===== src/rtl/eth_rx_desc_pkg.sv =====
// Shared register map, descriptor layout and helpers for the Ethernet RX descriptor ring.
package eth_rx_desc_pkg;

    localparam logic [2:0] REG_STATUS  = 3'd0;
    localparam logic [2:0] REG_POP     = 3'd1;
    localparam logic [2:0] REG_CTRL    = 3'd2;
    localparam logic [2:0] REG_TIMEOUT = 3'd3;
    localparam logic [2:0] REG_DROPS   = 3'd4;

    localparam int unsigned DESC_VALID_BIT   = 31;
    localparam int unsigned DESC_ERR_BIT     = 30;
    localparam int unsigned STATUS_FULL_BIT  = 8;
    localparam int unsigned STATUS_EMPTY_BIT = 9;

    // Storage width for the length field; LEN_W of the ring must not exceed it.
    localparam int unsigned DESC_LEN_W = 16;

    typedef struct packed {
        logic                  err;
        logic [DESC_LEN_W-1:0] len;
    } rx_desc_t;

    function automatic logic [31:0] be_merge(input logic [31:0] old_v,
                                             input logic [31:0] new_v,
                                             input logic [3:0]  be);
        logic [31:0] r;
        r = old_v;
        for (int unsigned b = 0; b < 4; b++) begin
            if (be[b]) r[b*8 +: 8] = new_v[b*8 +: 8];
        end
        return r;
    endfunction

endpackage


===== src/rtl/eth_rx_desc_fifo.sv =====
// One receive channel: descriptor storage, wrapping pointers, occupancy count and
// the coalescing age timer.
module eth_rx_desc_fifo
    import eth_rx_desc_pkg::*;
#(
    parameter  int unsigned DEPTH = 16,
    parameter  int unsigned TMR_W = 16,
    localparam int unsigned CNT_W = $clog2(DEPTH + 1)
) (
    input  logic             clk,
    input  logic             rst_n,
    input  logic             push,
    input  logic             pop,
    input  rx_desc_t         desc_in,
    output rx_desc_t         head,
    output logic [CNT_W-1:0] count,
    output logic             full,
    output logic             empty,
    output logic [TMR_W-1:0] timer,
    output logic             drop
);
    localparam int unsigned PTR_W = $clog2(DEPTH);

    rx_desc_t         mem [DEPTH];
    logic [PTR_W-1:0] wr_ptr;
    logic [PTR_W-1:0] rd_ptr;
    logic             do_push;
    logic             do_pop;

    assign full    = (count == CNT_W'(DEPTH));
    assign empty   = (count == '0);
    assign do_pop  = pop & ~empty;
    // A pop in the same cycle frees the slot the push lands in.
    assign do_push = push & (~full | do_pop);
    assign drop    = push & ~do_push;
    assign head    = mem[rd_ptr];

    always_ff @(posedge clk) begin
        if (do_push) mem[wr_ptr] <= desc_in;
    end

    always_ff @(posedge clk or negedge rst_n) begin
        if (!rst_n) begin
            wr_ptr <= '0;
            rd_ptr <= '0;
            count  <= '0;
            timer  <= '0;
        end else begin
            if (do_push) wr_ptr <= wr_ptr + PTR_W'(1);
            if (do_pop)  rd_ptr <= rd_ptr + PTR_W'(1);
            if (do_push && !do_pop)      count <= count + CNT_W'(1);
            else if (!do_push && do_pop) count <= count - CNT_W'(1);
            if (empty || do_pop)  timer <= '0;
            else if (timer != '1) timer <= timer + TMR_W'(1);
        end
    end

endmodule


===== src/rtl/eth_rx_desc_ring.sv =====
// Multi-channel RX descriptor ring with register access, drop counting and
// threshold/timeout interrupt coalescing.
module eth_rx_desc_ring
    import eth_rx_desc_pkg::*;
#(
    parameter int unsigned NUM_CH     = 2,
    parameter int unsigned DEPTH      = 16,
    parameter int unsigned DATA_WIDTH = 64,
    parameter int unsigned ADDR_WIDTH = 15,
    parameter int unsigned LEN_W      = 11,
    parameter int unsigned TMR_W      = 16
) (
    input  logic                    clk_i,
    input  logic                    rst_ni,
    input  logic                    req_i,
    input  logic                    we_i,
    input  logic [ADDR_WIDTH-1:0]   addr_i,
    input  logic [DATA_WIDTH/8-1:0] be_i,
    input  logic [DATA_WIDTH-1:0]   data_i,
    output logic [DATA_WIDTH-1:0]   data_o,
    input  logic [NUM_CH-1:0]       frm_valid_i,
    input  logic [NUM_CH*LEN_W-1:0] frm_len_i,
    input  logic [NUM_CH-1:0]       frm_err_i,
    output logic [NUM_CH-1:0]       frm_full_o,
    output logic                    irq_o
);
    localparam int unsigned WORD_SHIFT = $clog2(DATA_WIDTH / 8);
    localparam int unsigned CNT_W      = $clog2(DEPTH + 1);

    logic [ADDR_WIDTH-1:0] word_idx;
    logic [2:0]            sel_ch;
    logic [2:0]            sel_reg;
    logic                  ch_ok;
    logic                  rd_en;
    logic                  wr_en;
    logic [NUM_CH-1:0]     ch_event;
    logic [31:0]           word_chain [NUM_CH+1];
    logic                  unused_bits;

    assign word_idx      = addr_i >> WORD_SHIFT;
    assign sel_ch        = word_idx[5:3];
    assign sel_reg       = word_idx[2:0];
    assign ch_ok         = (32'(sel_ch) < NUM_CH);
    assign rd_en         = req_i & ~we_i & ch_ok;
    assign wr_en         = req_i & we_i & ch_ok;
    assign unused_bits   = ^{word_idx, data_i, be_i};
    assign word_chain[0] = '0;

    for (genvar c = 0; c < NUM_CH; c++) begin : g_ch
        logic             hit;
        logic             pop;
        logic             drop;
        logic             full;
        logic             empty;
        logic [CNT_W-1:0] count;
        logic [TMR_W-1:0] timer;
        rx_desc_t         head;
        rx_desc_t         desc;
        logic             irq_en;
        logic [7:0]       thr;
        logic [7:0]       eff_thr;
        logic [TMR_W-1:0] tmo;
        logic [15:0]      drops;
        logic [31:0]      reg_img;

        assign hit  = (sel_ch == 3'(c));
        assign pop  = rd_en & hit & (sel_reg == REG_POP);
        assign desc = '{err: frm_err_i[c], len: DESC_LEN_W'(frm_len_i[c*LEN_W +: LEN_W])};

        eth_rx_desc_fifo #(
            .DEPTH (DEPTH),
            .TMR_W (TMR_W)
        ) u_fifo (
            .clk     (clk_i),
            .rst_n   (rst_ni),
            .push    (frm_valid_i[c]),
            .pop     (pop),
            .desc_in (desc),
            .head    (head),
            .count   (count),
            .full    (full),
            .empty   (empty),
            .timer   (timer),
            .drop    (drop)
        );

        always_ff @(posedge clk_i or negedge rst_ni) begin
            if (!rst_ni) begin
                irq_en <= 1'b0;
                thr    <= '0;
                tmo    <= '0;
                drops  <= '0;
            end else begin
                if (wr_en && hit && sel_reg == REG_CTRL) begin
                    if (be_i[0]) irq_en <= data_i[0];
                    if (be_i[1]) thr    <= data_i[15:8];
                end
                if (wr_en && hit && sel_reg == REG_TIMEOUT)
                    tmo <= TMR_W'(be_merge(32'(tmo), data_i[31:0], be_i[3:0]));
                // A drop landing on the clearing read is kept as the first new count.
                if (rd_en && hit && sel_reg == REG_DROPS) drops <= drop ? 16'd1 : 16'd0;
                else if (drop && drops != '1)            drops <= drops + 16'd1;
            end
        end

        always_comb begin
            reg_img = '0;
            case (sel_reg)
                REG_STATUS: begin
                    reg_img[7:0]              = 8'(count);
                    reg_img[STATUS_FULL_BIT]  = full;
                    reg_img[STATUS_EMPTY_BIT] = empty;
                end
                REG_POP: begin
                    if (!empty) begin
                        reg_img[DESC_LEN_W-1:0] = head.len;
                        reg_img[DESC_ERR_BIT]   = head.err;
                        reg_img[DESC_VALID_BIT] = 1'b1;
                    end
                end
                REG_CTRL: begin
                    reg_img[0]    = irq_en;
                    reg_img[15:8] = thr;
                end
                REG_TIMEOUT: reg_img = 32'(tmo);
                REG_DROPS:   reg_img = {16'd0, drops};
                default:     reg_img = '0;
            endcase
        end

        assign word_chain[c+1] = word_chain[c] | (hit ? reg_img : 32'd0);
        assign eff_thr         = (thr == '0) ? 8'd1 : thr;
        assign ch_event[c]     = irq_en & ~empty &
                                 ((32'(count) >= 32'(eff_thr)) | ((tmo != '0) & (timer >= tmo)));
        assign frm_full_o[c]   = full;
    end

    always_ff @(posedge clk_i or negedge rst_ni) begin
        if (!rst_ni) begin
            data_o <= '0;
            irq_o  <= 1'b0;
        end else begin
            if (req_i && !we_i) data_o <= ch_ok ? DATA_WIDTH'(word_chain[NUM_CH]) : '0;
            irq_o <= |ch_event;
        end
    end

endmodule


===== config.mk =====
export PLATFORM = sky130hd
export DESIGN_NAME = eth_rx_desc_ring
export DESIGN_NICKNAME = d
export VERILOG_FILES = /design/src/rtl/eth_rx_desc_pkg.sv /design/src/rtl/eth_rx_desc_fifo.sv /design/src/rtl/eth_rx_desc_ring.sv
export SDC_FILE = /design/constraint.sdc
export NUM_CORES = 1
export LEC_CHECK = 0
export ABC_AREA = 1
export CORE_MARGIN = 3
export CORE_UTILIZATION = 45
export DETAILED_ROUTE_END_ITERATION = 7
export PLACE_DENSITY = 0.66
export SETUP_SLACK_MARGIN = 0.05
export SKIP_LAST_GASP = 1
export SLEW_MARGIN = 10
export SYNTH_ARGS = -nofsm -noshare
export SYNTH_HDL_FRONTEND = slang
export SYNTH_SLANG_ARGS = --single-unit

===== constraint.sdc =====
create_clock -name clk_i -period 2.4 [get_ports clk_i]
set_clock_uncertainty 0.15 [all_clocks]
set_input_delay 0.48 -clock clk_i [delete_from_list [all_inputs] [get_ports clk_i]]
set_output_delay 0.48 -clock clk_i [all_outputs]
set_load 0.01 [all_outputs]

==> results.tsv <==
metric	value	unit
Clock Tree Buf Depth	3	
reg2reg start	g_ch[0].u_fifo.count[3]	
Post-synth EDFFs	384	
Fin. Hold Viols	0	
nets@finish	3265	
Vias/cell	5.25	
clock slew at reported path FFs	0.06	ns
Leak Pwr	13.8	nW
outcome	finished clean	
H-tree depth	2	
port bufs	74	
most used routing layer	met2	
Multi-input gate area	0.00905	mm^2
CP required	2.75	ns
min Tclk post-route	2.40	ns
Worst R2R Setup Slack	0.02	ns
Initial Util	0.459	
Cell Rows	87	
Num Clock Sinks	543	
#FFs+latches synth	543	
met1 Usage GRT	0.325	
Worst EP arrival	2.75	ns
Pwr per Cell Area	881	mW/mm^2
max_slew headroom	0.487	
Syn Std Cell Area	0.0262	mm^2
antenna-violating nets left	0	
core area	0.0570	mm^2
worst slew pin tran	0.767	ns
num ports	184	
die area	0.0612	mm^2
FMAX	417	MHz
clk_lat worst skew	0.62	ns
WL/cell	18.2	um
RSZ-0062 raised after global routing	yes	
Hold Path Class	in2async	
Max VDD drop	0.000769	V
share of layout cells above drive strength 1	0.143	
met2 GRT Util	0.368	
Final Max Tran Viols	0	
vias in the first global route	19600	
TritonCTS buffer count	56	
Antenna Cells	0	
Avg Inst Size Synth	9.29	um^2
largest net degree at the start of global routing	60	
Die W	247	um
via count	20400	
Post-Route WL	70800	um
post-detail-place hpwl	48700	um
CTS tree	yes	
Final Non-Filler Cells	3885	
M3 GR Usage	0.0348	
Setup Total Neg Slack	0	ns
Min Hold Slack	0.181	ns
root buffer cell	clkbuf_16	
worst reg-to-reg path cell count	16	
DRT iter0 DRCs	1894	
Synth Warn #	0	
Final period util	0.998	
synthesized instance count	2822	
Most used DFF post-synth	edfxtp_1	
GPL Wtd Cong	0.919	
Worst setup EP type	flip-flop	
DRC viols	0	
first-pass GRT wire length	108000	um
Yosys cell types	49	
Final Util	0.560	
# fillers	4898	
FF/Latch Area	0.0155	mm^2
area growth from synthesis to layout	21.9	%
Seq/Total Area, Yosys	0.592	
max-cap violations	0	
placed cells	3764	
r2r endpoint	g_ch[0].u_fifo.count[4]	
Die Ht	247	um
GRT Util Overall	0.229	
CP startpoint kind	input pin	
commonest non-fill, non-tap cell in the layout	nand2_1	
CP max FO	3	
ys async rst share	0.293	
commonest non-fill, non-tap cells in the layout	814 x nand2_1, 384 x edfxtp_1, 340 x inv_1	
Crit Path Category	in2reg	
overall power	0.0282	W
Final setup violation count	0	
total gr overflow	0	
initial antenna violation count	0	
DRT Pass-1 Iters	6	
cells in the mapped netlist (all sizes together), types with 2 or more instances:
cell type,number,share of area
nand2,826,0.12
edfxtp,384,0.44
inv,360,0.052
nand3,308,0.059
nor2,164,0.025
dfrtp,159,0.15
o21ai,145,0.028
buf,89,0.021
a21oi,75,0.015
ha,64,0.031
clkbuf,61,0.0087
o22ai,30,0.0072
xor2,30,0.010
nand4,23,0.0057
nor3,23,0.0048
or2,16,0.0038
nor4,15,0.0036
o211ai,8,0.0023
o31ai,8,0.0023
xnor2,7,0.0023
o21a,4,0.0011
a31oi,3,0.00072
clkinv,3,0.00048
a211oi,2,0.00057
fa,2,0.0015
nor3b,2,0.00076
o221ai,2,0.00067
o41ai,2,0.00067
per-layer routing:
layer  vias to the layer above  routed length, um
met1                      9766              30800
met2                       801              32900
met5                         -                  0
met4                         0               1740
li1                       9736                  -
met3                       106               5290
registers in the layout (all words and copies together), names as in the netlist:
signal              flops
g_ch.drops             32
g_ch.u_fifo.mem       384
g_ch.u_fifo.count      10
g_ch.u_fifo.timer      32
g_ch.tmo               32
irq_o                   1
data_o                 18
g_ch.thr               16
g_ch.u_fifo.wr_ptr      8
g_ch.irq_en             2
g_ch.u_fifo.rd_ptr      8
final cells by class:
class                           instances  area share
Clock buffer                           65      0.0465
Clock inverter                         40      0.0138
Inverter                              363      0.0433
Multi-Input combinational cell       1811       0.283
Sequential cell                       543       0.486
Tap cell                              756      0.0296
Timing Repair Buffer                  307      0.0976
worst max-delay path, stage by stage:
cell	delay, ns
clkdlybuf4s50_1	0.45
inv_1	0.08
nand2_2	0.08
nor2_4	0.22
nand2_4	0.09
a21boi_4	0.17
ha_4	0.16
inv_4	0.05
fa_2	0.36
a21oi_2	0.14
nor2_1	0.05
nor2_1	0.12
nand2_1	0.07
nand2_1	0.06
nor2_1	0.05
xor2_1	0.13
kinds of logic (layout without fill, tap and decap cells):
group,count (synthesis),count (layout),share of synthesized area
AOI/OAI and AO/OA,284,284,0.0605
xor gates and xnor gates,37,37,0.0124
adders and majority gates,66,66,0.0321
buffers and inverters,513,775,0.0816
DFF,543,543,0.592
other,1,46,0.000143
and+or+nand+nor,1378,1378,0.221
power by group:
group | switching, W | total, W | internal, W
Sequential | 0.000624 | 0.0118 | 0.0112
Clock | 0.00373 | 0.00895 | 0.00521
Combinational | 0.00459 | 0.00739 | 0.00280
per-stage QoR:
stage               setup WS [ns]  area (um^2)
floorplan                  -0.407        26600
global placement           -0.963        29700
CTS                        0.0510        31800
finish                    0.00412        31900
global route               -0.131        31900
detailed placement         -0.951        29700
worst max-delay path by stage:
stage	start	cells past startpoint	endpoint	slack, ns
floorplan	addr_i[8]	15	g_ch[1].u_fifo.count[4]	-0.41
global placement	req_i	17	g_ch[1].u_fifo.count[4]	-0.96
detailed placement	req_i	17	g_ch[1].u_fifo.count[4]	-0.95
CTS	g_ch[1].u_fifo.count[2]	15	g_ch[1].u_fifo.count[4]	0.05
global route	g_ch[0].u_fifo.count[3]	15	g_ch[0].u_fifo.count[4]	-0.13
finish	addr_i[6]	16	g_ch[0].u_fifo.count[4]	0.004
what timing repair did:
action                                  in CTS  in global routing
endpoints found under the setup margin      24                 26
buffers inserted                            11                  1
pin swaps                                   21                 11
endpoints found under the hold margin      137                  0
resized for setup                           38                 18
hold buffers                                 1                  0
cloned                                       0                  3
Power figures use the tool's default switching activity.
